--- src/rtl/dendy_pkg.sv ---
// -----------------------------------------------------------------------------
// dendy_pkg
// Shared definitions for the Dendy/NES controller path.
//   joy_state_e      : states of the joypad poll frame sequencer
//   BTN_A..BTN_RIGHT : bit positions of each button in joy1/joy2
//   NUM_BUTTONS      : buttons shifted out of one 4021 per frame
// -----------------------------------------------------------------------------
package dendy_pkg;

  typedef enum logic [2:0] {
    IDLE   = 3'd0,
    LATCH  = 3'd1,
    BIT_LO = 3'd2,
    BIT_HI = 3'd3,
    DONE   = 3'd4
  } joy_state_e;

  // Button order matches the order the 4021 presents them on Q8.
  localparam int BTN_A      = 0;
  localparam int BTN_B      = 1;
  localparam int BTN_SELECT = 2;
  localparam int BTN_START  = 3;
  localparam int BTN_UP     = 4;
  localparam int BTN_DOWN   = 5;
  localparam int BTN_LEFT   = 6;
  localparam int BTN_RIGHT  = 7;

  localparam int NUM_BUTTONS = 8;

endpackage : dendy_pkg

--- src/rtl/sync2.sv ---
// -----------------------------------------------------------------------------
// sync2
// Two-flop synchronizer for one asynchronous level input.
//   clock25 : destination clock, rising edge
//   reset   : asynchronous active-high reset, forces both flops to 1
//   d       : asynchronous input
//   q       : synchronized output
// Reset value is 1 because an idle (unpressed or absent) pad line is high.
// -----------------------------------------------------------------------------
module sync2 (
  input  logic clock25,
  input  logic reset,
  input  logic d,
  output logic q
);

  logic meta_r;
  logic sync_r;

  // Metastability stage followed by the stable output stage.
  always_ff @(posedge clock25 or posedge reset) begin
    if (reset) begin
      meta_r <= 1'b1;
      sync_r <= 1'b1;
    end else begin
      meta_r <= d;
      sync_r <= meta_r;
    end
  end

  assign q = sync_r;

endmodule : sync2

--- src/rtl/joypad_reader.sv ---
// -----------------------------------------------------------------------------
// joypad_reader
// Periodically polls two NES/Dendy pads (CD4021 shift registers): pulses
// joy_latch, clocks out 8 bits with joy_clk and publishes both button bytes
// atomically together with a one-cycle joy_valid pulse.
//   HALF_BIT  : clock25 cycles per latch / clock half-phase (4..1023)
//   POLL_DIV  : clock25 cycles between poll ticks (> 16*HALF_BIT)
//   clock25   : sole clock, rising edge
//   reset     : asynchronous active-high reset
//   enable    : permits a new poll frame to start
//   joy_d1/2  : serial pad data, low = pressed, asynchronous
//   joy_latch : parallel-load strobe to both pads (registered)
//   joy_clk   : shift clock to both pads (registered)
//   joy1/joy2 : button bytes, 1 = pressed, bit order per dendy_pkg
//   joy_valid : one-cycle pulse in the cycle joy1/joy2 take new values
// -----------------------------------------------------------------------------
module joypad_reader
  import dendy_pkg::*;
#(
  parameter int HALF_BIT = 150,
  parameter int POLL_DIV = 416667
) (
  input  logic       clock25,
  input  logic       reset,
  input  logic       enable,
  input  logic       joy_d1,
  input  logic       joy_d2,
  output logic       joy_latch,
  output logic       joy_clk,
  output logic [7:0] joy1,
  output logic [7:0] joy2,
  output logic       joy_valid
);

  localparam int                POLL_W     = (POLL_DIV > 1) ? $clog2(POLL_DIV) : 1;
  localparam logic [POLL_W-1:0] POLL_LAST  = POLL_W'(POLL_DIV - 1);
  localparam logic [9:0]        PHASE_LAST = 10'(HALF_BIT - 1);
  localparam logic [2:0]        INDEX_LAST = 3'(BTN_RIGHT);

  logic              d1_sync_s;
  logic              d2_sync_s;
  logic [POLL_W-1:0] poll_cnt_r;
  logic              tick_s;

  joy_state_e        state_r;
  joy_state_e        state_nxt_s;
  logic [9:0]        phase_r;
  logic [9:0]        phase_nxt_s;
  logic [2:0]        index_r;
  logic [2:0]        index_nxt_s;
  logic [7:0]        shift1_r;
  logic [7:0]        shift2_r;
  logic [7:0]        shift1_nxt_s;
  logic [7:0]        shift2_nxt_s;
  logic              phase_last_s;

  logic              latch_r;
  logic              clk_r;
  logic              valid_r;
  logic [7:0]        joy1_r;
  logic [7:0]        joy2_r;

  sync2 u_sync_d1 (
    .clock25 (clock25),
    .reset   (reset),
    .d       (joy_d1),
    .q       (d1_sync_s)
  );

  sync2 u_sync_d2 (
    .clock25 (clock25),
    .reset   (reset),
    .d       (joy_d2),
    .q       (d2_sync_s)
  );

  // Free-running poll divider; runs regardless of state so the tick rate is fixed.
  always_ff @(posedge clock25 or posedge reset) begin
    if (reset) begin
      poll_cnt_r <= {POLL_W{1'b0}};
    end else if (poll_cnt_r == POLL_LAST) begin
      poll_cnt_r <= {POLL_W{1'b0}};
    end else begin
      poll_cnt_r <= poll_cnt_r + POLL_W'(1);
    end
  end

  assign tick_s       = (poll_cnt_r == POLL_LAST);
  assign phase_last_s = (phase_r == PHASE_LAST);

  // Frame sequencer: next state, phase/index bookkeeping and bit capture.
  always_comb begin
    state_nxt_s  = state_r;
    phase_nxt_s  = phase_r + 10'd1;
    index_nxt_s  = index_r;
    shift1_nxt_s = shift1_r;
    shift2_nxt_s = shift2_r;
    case (state_r)
      IDLE: begin
        phase_nxt_s = 10'd0;
        index_nxt_s = 3'd0;
        // Ticks are only honoured here, so ticks during a frame are dropped.
        if (tick_s && enable) begin
          state_nxt_s = LATCH;
        end else begin
          state_nxt_s = IDLE;
        end
      end
      LATCH: begin
        if (phase_last_s) begin
          state_nxt_s = BIT_LO;
          phase_nxt_s = 10'd0;
          index_nxt_s = 3'd0;
        end else begin
          state_nxt_s = LATCH;
        end
      end
      BIT_LO: begin
        if (phase_last_s) begin
          // Sample at the end of the low phase so the pad output has had
          // a full half-bit plus synchronizer delay to settle.
          shift1_nxt_s[index_r] = ~d1_sync_s;
          shift2_nxt_s[index_r] = ~d2_sync_s;
          phase_nxt_s           = 10'd0;
          if (index_r == INDEX_LAST) begin
            state_nxt_s = DONE;
          end else begin
            state_nxt_s = BIT_HI;
          end
        end else begin
          state_nxt_s = BIT_LO;
        end
      end
      BIT_HI: begin
        if (phase_last_s) begin
          state_nxt_s = BIT_LO;
          phase_nxt_s = 10'd0;
          index_nxt_s = index_r + 3'd1;
        end else begin
          state_nxt_s = BIT_HI;
        end
      end
      DONE: begin
        state_nxt_s = IDLE;
        phase_nxt_s = 10'd0;
        index_nxt_s = 3'd0;
      end
      default: begin
        state_nxt_s = IDLE;
        phase_nxt_s = 10'd0;
        index_nxt_s = 3'd0;
      end
    endcase
  end

  // Sequencer state, counters and shift registers.
  always_ff @(posedge clock25 or posedge reset) begin
    if (reset) begin
      state_r  <= IDLE;
      phase_r  <= 10'd0;
      index_r  <= 3'd0;
      shift1_r <= 8'h00;
      shift2_r <= 8'h00;
    end else begin
      state_r  <= state_nxt_s;
      phase_r  <= phase_nxt_s;
      index_r  <= index_nxt_s;
      shift1_r <= shift1_nxt_s;
      shift2_r <= shift2_nxt_s;
    end
  end

  // Output registers decoded from the next state, so each strobe is a clean
  // flop output aligned with the state it belongs to. Latch and clock come
  // from disjoint states and therefore can never be high together.
  always_ff @(posedge clock25 or posedge reset) begin
    if (reset) begin
      latch_r <= 1'b0;
      clk_r   <= 1'b0;
      valid_r <= 1'b0;
      joy1_r  <= 8'h00;
      joy2_r  <= 8'h00;
    end else begin
      latch_r <= (state_nxt_s == LATCH);
      clk_r   <= (state_nxt_s == BIT_HI);
      valid_r <= (state_nxt_s == DONE);
      // Publish from the next-value bus so the final bit captured on the
      // same edge is included and both pads update in the same cycle.
      if (state_nxt_s == DONE) begin
        joy1_r <= shift1_nxt_s;
        joy2_r <= shift2_nxt_s;
      end else begin
        joy1_r <= joy1_r;
        joy2_r <= joy2_r;
      end
    end
  end

  assign joy_latch = latch_r;
  assign joy_clk   = clk_r;
  assign joy_valid = valid_r;
  assign joy1      = joy1_r;
  assign joy2      = joy2_r;

endmodule : joypad_reader

--- config.mk ---
export PLATFORM = sky130hd
export DESIGN_NAME = joypad_reader
export DESIGN_NICKNAME = d
export VERILOG_FILES = /design/src/rtl/dendy_pkg.sv /design/src/rtl/sync2.sv /design/src/rtl/joypad_reader.sv
export SDC_FILE = /design/constraint.sdc
export NUM_CORES = 1
export LEC_CHECK = 0
export CORE_MARGIN = 10
export CORE_UTILIZATION = 50
export DETAILED_ROUTE_END_ITERATION = 7
export DONT_BUFFER_PORTS = 1
export GPL_ROUTABILITY_DRIVEN = 0
export SKIP_CTS_REPAIR_TIMING = 1
export SLEW_MARGIN = 40
export SYNTH_ARGS = -nofsm -noshare
export SYNTH_HDL_FRONTEND = slang
export SYNTH_HIERARCHICAL = 1
export SYNTH_SLANG_ARGS = --single-unit
export TNS_END_PERCENT = 5
--- constraint.sdc ---
create_clock -name clock25 -period 2.68 [get_ports clock25]
set_input_delay 0.268 -clock clock25 [delete_from_list [all_inputs] [get_ports clock25]]
set_output_delay 0.268 -clock clock25 [all_outputs]
set_load 0.02 [all_outputs]
==> key figures <==
Run status
  – Outcome: completed

Setup path
  – Crit Path Class: reg -> reg
  – Crit path required time: about 2.9 ns
  – Endpoint class of the critical path: register
  – Worst endpoint data arrival time: roughly 2.4 ns
  – Crit start category: register
  – CP Max Fanout: 8

GRT
  – Met1 GRT Util: about 17%
  – GRT Total Usage: about 14%
  – Initial antenna violation count: 0
  – Grt peak-use layer: met2
  – Largest net degree at the start of global routing: 38
  – Met2 GRT Util: about a fifth
  – Vias in the first global route: between 2,000 and 2,500
  – First-pass GRT wire length: approximately 11,000 µm
  – Routing usage on met3: 4.70%
  – Total congestion overflow: 0

Logic synthesis
  – Mapped Avg Cell Area: between 10 and 15 µm²
  – Count of cell types in the netlist: between 40 and 50
  – YS warnings: 6
  – Netlist Area Pre-Place: around 3300 µm²
  – Synth Flop Type: dfrtp_1
  – Syn Inst Count: 333
  – Asr flop ratio synth: between 90% and 100%
  – Register area share after synthesis: approximately 56%
  – #FFs+latches synth: 74
  – Synth area leader: dfrtp_1
  – Most numerous cell in the Yosys netlist: dfrtp_1
  – Syn Nets: 344
  – Top cells by area, synth: dfrtp_1, nor2_1, nand2_1
  – Post-synth EDFFs: 0
  – Top cell type's share of synthesized area: 52.4%
  – Synth cell count leaders: dfrtp_1, nor2_1, nand2_1

STA
  – Final Setup Violations: 0
  – Crit path time final: roughly 2.1 ns
  – Setup TNS: 0 ns
  – Final Max Slew Viols: 0
  – Final WS setup: roughly 0.54 ns
  – Final hold vios: 0
  – Worst slew pin tran: 0.617 ns
  – Post-route clock period utilization: about 80%
  – Slew headroom: approximately three fifths
  – FMAX: between 0.4 and 0.5 GHz
  – RSZ-0062 raised after global routing: false
  – Final Skew: 0.0125 ns
  – Hold WS: 0.165 ns

Route
  – Post-Route WL: 6570 µm
  – Initial DRC Count: 93
  – Final antenna-violating net count: 0
  – DRC errors left: 0
  – Via density: 5.71
  – Via count: 2,425
  – DRT Pass-1 Iters: 4
  – Average wire per standard cell: about 15 µm

Clock network
  – Root buffer cell: clkbuf_8
  – Worst-path clk slew: roughly 0.08 ns
  – Later-pin clock latency in the skew report: between 0.3 and 0.4 ns
  – Clk sinks: 74
  – Max Root-Sink Buffers: 2
  – CTS Buf Count: 9
  – CTS tree: yes
  – Htree depth: 3

Floorplan
  – Io pins: 24
  – Initial Util: roughly 52%
  – Row cnt: 29
  – Die boundary width: roughly 100 µm
  – Die height: ~100 µm
  – CORE AREA: about 6400 µm²
  – Die area: between 10,000 and 15,000 µm²

Pwr
  – Cell area power density: 550 nW/µm²
  – Leakage: roughly 1.7 nW
  – Peak VDD IR: 0.373 mV

Placed design
  – Post-DP HPWL: 4580 µm
  – Pre-CTS setup slack: 0.544 ns
  – Area after DPL: between 3000 and 4000 µm²
  – Count of input and output buffers: 0

Finish
  – Area Growth Syn to Fin: 10.9%
  – Nets: between 300 and 400
  – Final Cell Area: 3710 µm²
  – Share of layout cells above drive strength 1: approximately a tenth
  – Post-layout util: ~58%
  – Inserted Diodes: 0

Worst hold path
  – Worst hold path type: in -> reg

Job
  – Max Cap Violations: 0
worst paths after layout:
kind | from | end | slack, ns | depth (start not counted)
setup / recovery | phase_r[1] | joy_clk | 0.54 | 6
hold / removal | enable | state_r[0] | 0.16 | 3
setup reg to reg | phase_r[1] | joy_clk | 0.54 | 6
hold reg to reg | u_sync_d2/meta_r | u_sync_d2/q | 0.36 | 0
max in group asynchronous | reset | state_r[2] | 1.63 | 3
min in group asynchronous | reset | u_sync_d1/meta_r | 0.43 | 2
layer usage:
metal	wire length [µm]	up-vias
met4	91	0
li1	-	1183
met3	337	11
met1	3070	1180
met2	3070	51
met5	0	-
critical path: stages (launching register included):
cell and delay [ns]:
dfrtp_1 0.41, inv_1 0.06, ha_1 0.14, nand4bb_1 0.39, or3_1 0.56, or3_1 0.33
a21oi_1 0.16
registers in the layout (all words and copies together) (netlist names), 3 cells and up:
signal,flops
joy1,8
shift1_r,8
poll_cnt_r,19
state_r,3
phase_r,10
joy2,8
index_r,3
shift2_r,8
metrics by stage:
stage,power (W),instances
detailed placement,0.00117,406
CTS,0.00206,422
finish,0.00204,425
global placement,0.00117,406
global route,0.00211,425
floorplan,0.00116,333
layout by cell type, fill, tap and decap left out, types with 4 or more instances in the layout:
cell type and count:
nor3_1 5, nand4bb_1 4, clkbuf_8 10, xor2_1 12, ha_1 6, a31oi_1 16
nand3_1 12, nand4_1 5, a21oi_1 4, o21ai_0 19, or3_1 4, nor2_1 51
inv_1 10, xnor2_1 11, buf_4 6, dfstp_2 4, dfrtp_1 70, nand2_1 46
cells by family (layout without fill, tap and decap cells):
logic type	after synthesis	count (layout)	synth area share (%)
AND/OR/NAND/NOR	159	159	24.5
AO/OA/AOI/OAI	48	48	8.88
multiplexers	1	1	0.300
XOR/XNOR	23	23	6.03
flip-flops	74	74	55.6
buffers and inverters	22	37	2.47
adder cells (fa/ha/maj)	6	6	2.25
cell type report:
type / instances / area, µm²
clock buffers: 11 / 141
repair buffers: 10 / 95.1
flip-flops and latches: 74 / 1860
fillers: 566 / 2720
well taps: 77 / 96.3
clock inverters: 5 / 63.8
multi-input cells: 237 / 1410
inverters: 11 / 42.5
power by group:
group          switching (W)  internal [W]
Combinational      0.0000230    0.00000679
Sequential        0.00000319       0.00112
Clock               0.000425      0.000461
Note: power is estimated with default switching activity, not from simulation.
